<file path="src/rtl/ccff_bitstream_loader.sv">
// Streams a bitstream into the fabric configuration chains and can stream it a
// second time to read back the chain tails and count mismatched bits.
//
// state  | meaning
// IDLE   | waiting for start
// LOAD   | pass 1: accepting words and shifting them into the chains
// DRAIN  | final pass-1 shift completes
// VERIFY | pass 2: accepting words, shifting, comparing chain tails
// VDRAIN | final pass-2 shift and compare complete
// DONE   | one-cycle done pulse, pass_ok updated
module ccff_bitstream_loader #(
    parameter int NUM_CHAINS = 12,
    parameter int CHAIN_LEN  = 1024,
    parameter int ERR_W      = 16
) (
    input  logic                  prog_clk,
    input  logic                  reset,
    input  logic                  start,
    input  logic                  verify_en,
    input  logic [NUM_CHAINS-1:0] bs_data,
    input  logic                  bs_valid,
    output logic                  bs_ready,
    output logic [NUM_CHAINS-1:0] ccff_head,
    input  logic [NUM_CHAINS-1:0] ccff_tail,
    output logic                  config_enable,
    output logic                  busy,
    output logic                  done,
    output logic                  pass_ok,
    output logic [ERR_W-1:0]      err_count,
    output logic [NUM_CHAINS-1:0] err_chain
);

    localparam int CNT_W = $clog2(CHAIN_LEN + 1);
    localparam int POP_W = $clog2(NUM_CHAINS + 1);
    localparam int SUM_W = ((ERR_W > POP_W) ? ERR_W : POP_W) + 1;

    localparam logic [2:0] S_IDLE   = 3'd0;
    localparam logic [2:0] S_LOAD   = 3'd1;
    localparam logic [2:0] S_DRAIN  = 3'd2;
    localparam logic [2:0] S_VERIFY = 3'd3;
    localparam logic [2:0] S_VDRAIN = 3'd4;
    localparam logic [2:0] S_DONE   = 3'd5;

    logic [2:0]            state;
    logic [2:0]            state_nxt;
    logic [CNT_W-1:0]      acc_cnt;
    logic                  verify_lat;
    logic                  hs;
    logic                  last_accept;
    logic                  cmp_en;
    logic [NUM_CHAINS-1:0] mismatch;
    logic [POP_W-1:0]      mis_pop;
    logic [SUM_W-1:0]      err_sum;
    logic [ERR_W-1:0]      err_nxt;

    assign bs_ready    = ((state == S_LOAD) || (state == S_VERIFY)) &&
                         (acc_cnt < CNT_W'(CHAIN_LEN));
    assign hs          = bs_valid & bs_ready;
    assign last_accept = hs && (acc_cnt == CNT_W'(CHAIN_LEN - 1));
    assign busy        = (state != S_IDLE);

    // The tail seen on a verify-pass shift is the pass-1 bit now falling out,
    // so it lines up with the head bit being shifted in on the same edge.
    assign cmp_en   = config_enable && ((state == S_VERIFY) || (state == S_VDRAIN));
    assign mismatch = cmp_en ? (ccff_tail ^ ccff_head) : '0;

    always_comb begin
        mis_pop = '0;
        for (int i = 0; i < NUM_CHAINS; i++) begin
            mis_pop = mis_pop + POP_W'(mismatch[i]);
        end
        err_sum = SUM_W'(err_count) + SUM_W'(mis_pop);
        err_nxt = (err_sum > SUM_W'({ERR_W{1'b1}})) ? '1 : err_sum[ERR_W-1:0];
    end

    always_comb begin
        state_nxt = state;
        case (state)
            S_IDLE:   if (start) state_nxt = S_LOAD;
            S_LOAD:   if (last_accept) state_nxt = S_DRAIN;
            S_DRAIN:  state_nxt = verify_lat ? S_VERIFY : S_DONE;
            S_VERIFY: if (last_accept) state_nxt = S_VDRAIN;
            S_VDRAIN: state_nxt = S_DONE;
            S_DONE:   state_nxt = S_IDLE;
            default:  state_nxt = S_IDLE;
        endcase
    end

    always_ff @(posedge prog_clk or posedge reset) begin
        if (reset) begin
            state         <= S_IDLE;
            acc_cnt       <= '0;
            verify_lat    <= 1'b0;
            ccff_head     <= '0;
            config_enable <= 1'b0;
            done          <= 1'b0;
            pass_ok       <= 1'b0;
            err_count     <= '0;
            err_chain     <= '0;
        end else begin
            state         <= state_nxt;
            config_enable <= hs;
            done          <= (state_nxt == S_DONE);
            if (hs) begin
                ccff_head <= bs_data;
                acc_cnt   <= acc_cnt + CNT_W'(1);
            end
            if (cmp_en) begin
                err_count <= err_nxt;
                err_chain <= err_chain | mismatch;
            end
            if (state == S_DRAIN) begin
                acc_cnt <= '0;
            end
            // err_nxt already folds in the compare happening on this edge
            if (state_nxt == S_DONE) begin
                pass_ok <= (err_nxt == '0);
            end
            if ((state == S_IDLE) && start) begin
                verify_lat <= verify_en;
                acc_cnt    <= '0;
                err_count  <= '0;
                err_chain  <= '0;
                pass_ok    <= 1'b0;
            end
        end
    end

endmodule
</file>
<file path="config.mk">
export PLATFORM = sky130hd
export DESIGN_NAME = ccff_bitstream_loader
export DESIGN_NICKNAME = d
export VERILOG_FILES = /design/src/rtl/ccff_bitstream_loader.sv
export SDC_FILE = /design/constraint.sdc
export NUM_CORES = 1
export LEC_CHECK = 0
export ABC_AREA = 1
export BUFFER_PORTS_ARGS = -buffer_cell sky130_fd_sc_hd__buf_4
export CAP_MARGIN = 25
export CORE_UTILIZATION = 29
export CTS_BUF_LIST = sky130_fd_sc_hd__clkbuf_4
export CTS_CLUSTER_DIAMETER = 30
export DETAILED_ROUTE_END_ITERATION = 6
export SYNTH_ARGS = -nofsm -noshare
export SYNTH_HDL_FRONTEND = slang
export SYNTH_SLANG_ARGS = --single-unit
</file>
<file path="constraint.sdc">
create_clock -name prog_clk -period 6.5 [get_ports prog_clk]
set_input_delay 0.65 -clock prog_clk [delete_from_list [all_inputs] [get_ports prog_clk]]
set_output_delay 0.65 -clock prog_clk [all_outputs]
set_load 0.005 [all_outputs]
</file>
; ---- Word-level counts from Yosys, hierarchy flattened
; Index checks and enable logic that the tools add are counted.
[word_totals]
input_bits = 29
word_cells = 61
regBits = 58
[classes]
order_cmp = 2
bitwise_logic = 3
n_eq_ne = 6
n_mux = 16
reduce_logical = 12
add_sub_neg = 13
[ops]
columns = op, n
row1 = $mux W16, 3
row2 = $mux W12, 3
row3 = $mux W11, 3
row4 = $add A4 B1 Y4, 8
row5 = $add A16 B4 Y17, 1
row6 = $gt A17 B16 Y1 const B, 1
row7 = $logic_not A16 Y1, 1
row8 = $pmux W3 S5, 1
row9 = $mux W3, 4
row10 = $or A12 B12 Y12, 1
row11 = $xor A12 B12 Y12, 1
row12 = $add A11 B1 Y11 const B, 1
row13 = $eq A11 B10 Y1 const B, 1
row14 = $lt A11 B11 Y1 const B, 1
row15 = $eq A3 B2 Y1 const B, 2
row16 = $eq A3 B3 Y1 const B, 2
row17 = $reduce_bool A3 Y1, 2
row18 = $add A3 B1 Y4, 1
row19 = $logic_and A1 B1 Y1, 4
row20 = $reduce_bool A2 Y1, 2
row21 = $add A2 B1 Y3, 1
row22 = $eq A3 B1 Y1 const B, 1
row23 = $logic_not A3 Y1, 1
row24 = $add A1 B1 Y2, 1
row25 = other kinds (3), 5

; ---- Depth between registers and ports, before layout
; Gate-level depths: netlist (run 1).
[logic_depth]
ltp_word = 21
mapped_depth = 28
ltp_nobuf = 27

; ---- Least setup slack after synthesis (run 1)
; Ideal clock, no wire load.
[synth_timing]
path_kind = reg2reg
from = register state[2]
to = register pass_ok
arrival_time_ns = 4.939
synth_period_minus_slack_ns = 5.012
path_stages_with_launch = 29
slack_ns = 1.488
n_path_buf = 2
cell_sequence = dfrtp_1 > inv_1 > nand3_1 > nand2_1 > nand2_2 > buf_2 > a21oi_1 > fa_1 > inv_1 > fa_1 > fa_1 > inv_1 > fa_1 > fa_1 > inv_1 > fa_1 > inv_1 > nand3_1 > nand2_4 > nand2_4 > nand2_4 > nand2_4 > buf_6 > nand2_1 > nor2_2 > nand2_1 > nor2_1 > nand2_1 > a21oi_2
[synth_via]
elab_chain_cells = 21
word_cells_on_any_way = 36
cone_classes = add/sub (12) / order compare (1) / eq/ne (5) / mux (8) / bitwise (1) / reduce/logical (9)
[synth_rtl]
columns = item, line
row1 = "start, declared", 44  ; logic [2:0] state;
row2 = "start signal, assigned", 101  ; state <= state_nxt;
row3 = $eq A3 B2 Y1 or $eq A3 B3 Y1 (tied branches), "56, 64, 78"
row4 = $logic_or A1 B1 Y1, 64  ; assign cmp_en = config_enable && ((state == S_VERIFY) || (state == S_VDRAIN));
row5 = $logic_and A1 B1 Y1, 64
row6 = $mux W12, 65  ; assign mismatch = cmp_en ? (ccff_tail ^ ccff_head) : '0;
row7 = $add A1 B1 Y2, 70  ; mis_pop = mis_pop + POP_W'(mismatch[i]);
row8 = $add A2 B1 Y3, 70
row9 = $add A3 B1 Y4, 70
row10 = $add A4 B1 Y4 (8 in series), 70
row11 = $add A16 B4 Y17, 72  ; err_sum = SUM_W'(err_count) + SUM_W'(mis_pop);
row12 = $gt A17 B16 Y1, 73  ; err_nxt = (err_sum > SUM_W'({ERR_W{1'b1}})) ? '1 : err_sum[ERR_W-1:0];
row13 = $mux W16, 73
row14 = $logic_not A16 Y1, 117  ; pass_ok <= (err_nxt == '0);
row15 = $mux W1, 116  ; if (state_nxt == S_DONE) begin
row16 = $mux W1, 119  ; if ((state == S_IDLE) && start) begin
row17 = "end signal, assigned", 117
row18 = "end, declared", 28  ; output logic pass_ok,
; Parallel ways exist; a longest one is shown, timed or not. The select of a mux whose other input is x is not followed.
; A chain may end at the register's enable or synchronous reset.

; ---- Final worst setup path (run 1)
; Same ends and word-level chain as after synthesis.

==> summary.md, run 1 <==
| Metric | Value |
|---|---|
| Outcome | complete, but fails checks |
| Violated checks | DRC |
| Total power | between 1 and 1.5 mW |
| Crit path capture type | flip-flop |
| FFs w/ async S/R, synth | 1.000 |
| Clk sinks | 58 |
| Die width | ~110 um |
| Slew headroom | 0.4072 |
| CTS Buf Count | 9 |
| Top_reg_cell synth | dfrtp_1 |
| Chip Height | approximately 110 um |
| RSZ-0062 raised after global routing | false |
| CP peak stage delay | around 0.54 ns |
| Area Growth Syn to Fin | 25.04% |
| Slew Viols, Final | 0 |
| Flop2flop setup slack | slightly above 0.9 ns |
| DP HPWL | between 6 and 7 mm |
| Clk buf depth | 2 |
| Most common cell after layout, fill and taps aside | nand2_1 |
| PortBufs | 73 |
| Post-CTS Hold Buffers | 0 |
| Io pins | 74 |
| GRT Total Usage | 0.1508 |
| Gr ovfl total | 0 |
| Wirelength, routed | 8.578 mm |
| Worst Setup Start Kind | flip-flop |
| CTS resizes | 0 |
| Die area | 12,510 um2 |
| Number of global-route vias before repair | slightly above 3,000 |
| GRT met2 Usage | 0.2427 |
| Residual DRC | 4 |
| HP Class | in2reg |
| Vias | between 3,000 and 4,000 |
| Fill cells | between 1,000 and 1,500 |
| Critical path type | reg2reg |
| Row count | 39 |
| Busiest layer in global routing | met2 |
| Share of cells above drive strength 1 | 0.2553 |
| Mean routed wirelength per cell | between 10 and 15 um |
| Placed Cells | roughly 650 |
| M3 GR Usage | 0.04899 |
| Post-synth cell types | 39 |
| Required @ worst endpoint | ~6.9 ns |
| GPL Wtd Cong | between 0.8 and 0.9 |
| Initial DRC count | around 160 |
| CTS tree | done |
| #FFs+latches synth | between 50 and 60 |
| Post-route ant nets | 0 |
| Worst IR Drop VDD | 118.9 uV |
| Yosys Warn Count | 0 |
| CORE AREA | approximately 12,000 um2 |
| Syn Inst Count | ~440 |
| Initial Util | 0.3025 |
| Pwr per Cell Area | 314.1 nW/um2 |
| Top delay family on crit path | adder cells |
| DR vias/cell | 4.607 |
| Fin Clk Skew | 0.01758 ns |
| Post-CTS setup repair buffer count | 0 |
| Worst-path clk slew | about 0.12 ns |
| Critical-path top delay cell | fa_1 |
| Final period util | 0.8582 |
| # diodes | 0 |
| Layout Cells excl Fill | around 660 |
| Sequential share of the synthesized area | 0.4149 |
| Max Cap Viol | 0 |
| Post-synth EDFFs | 0 |
| Largest net degree at the start of global routing | 59 |
| Critical path fanouts, max | 27 |
| CP bufs+invs | 5 |
| Leak Pwr | about 2.3 nW |
| Layout Nets | 563 |
| Initial antenna violation count | 0 |
| Root Driver | clkbuf_4 |
| Setup TNS | 0 ns |
| Clock Latency Late Sink | approximately 0.42 ns |
| Synthesized net count | roughly 490 |
| Final Critical Period | around 5.6 ns |
| Drt pass-1 iters | 6 |
| Cell Area, Synth | about 3500 um2 |
| Final Setup Violations | 0 |
| H-Tree Depth | 3 |
| Worst slew pin tran | 0.8868 ns |
| First-pass GRT wire length | about 15 mm |
| Final core utilization | 0.3782 |
| Final Hold Vio Count | 0 |
| CP arrival | 5.93 ns |
| Syn Area/Cell | between 7 and 8 um2 |
| Worst path most repeated cell | fa_1 |
| Grt met1 use | 0.1906 |
| Max frequency | around 0.18 GHz |
| Most frequent cells in the layout | 112 x nand2_1, 74 x buf_4, 58 x inv_1, 58 x dfrtp_1, 31 x nor2_1 |
cell families (layout without fill, tap and decap cells):
kind of cell               Yosys count  count (layout)  share of synthesized area
and+or+nand+nor                    209             209                     0.2732
DFF                                 58              58                     0.4149
AOI/OAI and AO/OA                   71              71                     0.1198
xor gates and xnor gates             8               8                    0.02003
buffers and inverters               75             157                    0.09048
adders and majority gates           18              18                    0.08154
flip-flops by register name, indices dropped and copies added, names as in the netlist:
register and count:
acc_cnt 11, pass_ok 1, ccff_head 12, config_enable 1
err_count 16, done 1, state 3, verify_lat 1
err_chain 12
worst paths after layout:
path	startpoint	end	depth (start not counted)
setup / recovery	state[2]	pass_ok	26
hold / removal	bs_data[9]	ccff_head[9]	3
setup reg to reg	state[2]	pass_ok	26
hold reg to reg	err_chain[8]	err_chain[8]	1
max in group asynchronous	reset	ccff_head[3]	3
min in group asynchronous	reset	acc_cnt[5]	3
power by group:
part | leakage [nW] | total, mW | internal, mW | switching, mW
combinational | 1.56 | 0.561 | 0.246 | 0.315
sequential | 0.683 | 0.459 | 0.412 | 0.0473
clock | 0.101 | 0.354 | 0.198 | 0.156
total | 2.34 | 1.37 | 0.856 | 0.518
worst register-to-register path: stages (launching register included):
cell	delay [ns]
dfrtp_1	0.44
inv_1	0.15
nand3_1	0.17
nand2_1	0.13
nand2_2	0.31
a21oi_1	0.40
fa_1	0.45
inv_1	0.08
fa_1	0.43
fa_1	0.54
inv_1	0.05
fa_1	0.50
fa_1	0.48
inv_1	0.09
fa_1	0.20
inv_1	0.06
nand3_1	0.13
nand2_4	0.09
nand2_4	0.08
nand2_4	0.05
nand2_4	0.13
nand2_1	0.07
nor2_1	0.14
nand2_1	0.07
nor2_1	0.10
nand2_1	0.07
a21oi_2	0.10
per-stage QoR:
step | cell area, um2 | hold WS [ns] | setup WS, ns
after floorplan | 3498 | 0.4714 | 1.488
after global placement | 4182 | 0.4794 | 1.156
after detailed placement | 4182 | 0.4851 | 0.9289
after CTS | 4374 | 0.3855 | 0.9026
after global routing | 4374 | 0.3984 | 0.4985
final | 4374 | 0.4178 | 0.9217
Yosys cell counts, types with 2 or more instances:
cell / n / area (um2)
nand2_1: 112 / 420.4
inv_1: 59 / 221.5
dfrtp_1: 58 / 1451
nor2_1: 31 / 116.4
nand3_1: 29 / 145.1
a21oi_1: 23 / 115.1
o21ai_0: 22 / 110.1
ha_1: 10 / 125.1
nand2_2: 9 / 56.30
o21a_1: 9 / 67.56
or2_2: 9 / 56.30
fa_1: 8 / 160.2
o22ai_1: 7 / 43.79
xor2_1: 6 / 52.55
buf_2: 5 / 25.02
inv_2: 5 / 18.77
nand2_4: 4 / 45.04
nor3_1: 4 / 20.02
nor2_2: 3 / 18.77
a21oi_2: 2 / 17.52
a31o_2: 2 / 17.52
buf_6: 2 / 22.52
nand3_2: 2 / 20.02
o21ai_1: 2 / 10.01
xnor2_1: 2 / 17.52
per-layer routing:
| metal | wire (um) | share of wire |
|---|---|---|
| met1 | 3849 | 0.45 |
| met2 | 3991 | 0.47 |
| met3 | 570 | 0.066 |
| met4 | 166 | 0.019 |
| met5 | 0 | 0 |
layout make-up:
type / instances / area [um2] / area share
clock inverter: 7 / 125.1 / 0.02860
inverter: 67 / 265.3 / 0.06064
timing repair buffer: 74 / 555.5 / 0.1270
clock buffer: 9 / 67.56 / 0.01545
tap: 143 / 178.9 / 0.04090
multi-input combinational: 306 / 1730 / 0.3956
sequential: 58 / 1451 / 0.3318
Note: power is estimated with default switching activity, not from simulation.
==> run 2: changes to the inputs <==
CELL_PAD_IN_SITES_DETAIL_PLACEMENT = 0   (was default)
CELL_PAD_IN_SITES_GLOBAL_PLACEMENT = 2   (was default)
PLACE_DENSITY_LB_ADDON = 0.1   (was default)
==> run 2 against run 1 <==
Compared with the run above: largest power group unchanged; non-clock buffer count rose by 2; first-iteration DRC count shrank 39%; total power is 10% lower; critical path depth unchanged; largest cell class unchanged; die area did not move; the run still ends with DRC left; sequential cell count stayed put; sequential power is essentially flat; core utilization fell by 0.81 points; combinational power is 2% higher; hold slack gained 0.0075 ns; global-route usage is 0.77 points higher.
==> summary.md, run 2 (synthesis results as in run 1) <==
| Metric | Value |
|---|---|
| Most frequent cells in the layout | 112 x nand2_1, 76 x buf_4, 58 x inv_1, 58 x dfrtp_1, 31 x nor2_1 |
| Max Cap Viol | 0 (unchanged) |
| Io pins | 74 (unchanged) |
| First-pass GRT wire length | 15.24 mm (+2.1%) |
| Worst path depth | 26 (unchanged) |
| FF-to-FF path depth | 26 (unchanged) |
| Initial antenna violation count | 0 (unchanged) |
| Crit Reg-Reg Startpoint | state[2] |
| Max frequency | 0.1844 GHz (+2.8%) |
| Post-route ant nets | 0 (unchanged) |
| Critical path origin | state[2] |
| Total power | 1.232 mW (-10%) |
| Wirelength, routed | 9.306 mm (+8.5%) |
| Worst IR Drop VDD | 98.39 uV (-17%) |
| Critical path fanouts, max | 13 (-52%) |
| R2r endpoint | pass_ok |
| Setup TNS | 0 ns (unchanged) |
| Clock Latency Late Sink | 0.41 ns (about the same) |
| PortBufs | 73 (unchanged) |
| Largest net degree at the start of global routing | 59 (unchanged) |
| Layout Nets | 565 (+0.36%) |
| Clk sinks | 58 (unchanged) |
| Slew headroom | 0.4747 (+0.06756) |
| Root Driver | clkbuf_4 |
| Flop2flop setup slack | 1.08 ns (+0.15 ns) |
| Most common cell after layout, fill and taps aside | nand2_1 |
| Worst slew pin tran | 0.7879 ns (-0.09885 ns) |
| Mean routed wirelength per cell | 14.06 um (+8.8%) |
| CP bufs+invs | 5 (unchanged) |
| CTS Buf Count | 9 (unchanged) |
| Die width | 111.8 um (unchanged) |
| Drt pass-1 iters | 6 (unchanged) |
| Initial DRC count | 96 (-39%) |
| GRT met2 Usage | 0.2605 (+0.01781) |
| Post-CTS Hold Buffers | 0 (unchanged) |
| RSZ-0062 raised after global routing | false |
| Outcome | complete, but fails checks |
| Gr ovfl total | 0 (unchanged) |
| Die area | 12,510 um2 (unchanged) |
| Critical-path top delay cell | fa_1 |
| Vias | 3,041 (-0.59%) |
| Number of global-route vias before repair | 3,023 (-2.9%) |
| Final Critical Period | 5.424 ns (-0.1541 ns) |
| Fin Clk Skew | 0.007501 ns (-0.01008 ns) |
| # diodes | 0 (unchanged) |
| CP peak stage delay | 0.54 ns (about the same) |
| Critical path type | reg2reg |
| Largest Register | err_count |
| Final Setup Violations | 0 (unchanged) |
| M3 GR Usage | 0.03647 (-0.01252) |
| H-Tree Depth | 3 (unchanged) |
| Final period util | 0.8345 (-0.02370) |
| Post-CTS setup repair buffer count | 0 (unchanged) |
| CP endpoint | pass_ok |
| Worst path most repeated cell | fa_1 |
| CTS tree | done |
| Worst Setup Start Kind | flip-flop |
| Final Hold Vio Count | 0 (unchanged) |
| Clk buf depth | 2 (unchanged) |
| DR vias/cell | 4.594 (-0.29%) |
| Top delay family on crit path | adder cells |
| Slew Viols, Final | 0 (unchanged) |
| Busiest layer in global routing | met2 |
| HP Class | in2reg |
| Largest regs | err_count (16), ccff_head (12), err_chain (12) |
| Pwr per Cell Area | 287.7 nW/um2 (-8.4%) |
| CP arrival | 5.78 ns (-0.15 ns) |
| Min-delay src | bs_data[9] |
| Residual DRC | 1 (-3) |
| Area Growth Syn to Fin | 22.35% |
| Chip Height | 111.8 um (unchanged) |
| Share of cells above drive strength 1 | 0.2505 (-0.004797) |
| Initial Util | 0.3025 (unchanged) |
| Worst-path clk slew | 0.09 ns (-0.03 ns) |
| Max reg flops | 16 (unchanged) |
| DP HPWL | 7.143 mm (+9.9%) |
| Worst Hold Slack | 0.4253 ns (+0.007547 ns) |
| GRT Total Usage | 0.1585 (+0.007653) |
| CORE AREA | 11,560 um2 (unchanged) |
| Required @ worst endpoint | 6.85 ns (about the same) |
| CTS resizes | 0 (unchanged) |
| Crit path capture type | flip-flop |
| Grt met1 use | 0.2014 (+0.01083) |
| Leak Pwr | 2.303 nW (-1.7%) |
| Row count | 39 (unchanged) |
| GPL Wtd Cong | 0.7503 (-12%) |
| Violated checks | DRC |
-- run 2: changes by cell type in the layout (fill, tap and decap cells not counted) --
cell	previous run	this run
inv_6	1	0
buf_4	74	76
clkinv_2	1	2
clkbuf_4	9	10
clkinv_1	1	2
bufinv_16	3	0
clkinv_4	3	0
-- run 2: stage by stage --
stage,cells,util,setup WS [ns],area (um2)
floorplan,439,-,1.488,3498
global placement,650,0.3629,1.130,4197
detailed placement,650,0.3629,1.068,4197
CTS,662,0.3701,1.021,4280
global route,662,0.3701,0.5395,4280
finish,662,0.3701,1.076,4280
-- run 2: area by class of cell --
class,instances,area [um2]
clock inverter,2,8.758
tap,143,178.9
timing repair buffer,76,570.5
fill,1244,7284
sequential,58,1451
inverter,67,265.3
clock buffer,10,75.07
multi-input combinational,306,1730
-- run 2: worst min path at each step --
stage | end | slack, ns | cells after the start
2_1_floorplan | state[1] | 0.47 | 1
3_3_place_gp | err_chain[10] | 0.48 | 1
3_5_place_dp | err_chain[10] | 0.49 | 1
4_1_cts | ccff_head[9] | 0.40 | 3
5_1_grt | ccff_head[9] | 0.42 | 3
6_report | ccff_head[9] | 0.43 | 3
-- run 2: tightest hold or removal path, stage by stage --
cell and delay, ns:
buf_4 0.07, nand2_1 0.04, nand2_1 0.04
-- run 2: routing by layer --
layer	share of wire	up-vias	wire, um
met5	0	-	0
met4	0.016	0	149
met3	0.038	15	353
met2	0.47	46	4400
met1	0.47	1425	4403
li1	-	1555	-
-- run 2: power breakdown --
part	total, mW	switching [mW]	internal [mW]
Clock	0.201	0.128	0.0728
Combinational	0.570	0.320	0.250
Sequential	0.460	0.0489	0.412
Total	1.23	0.497	0.734
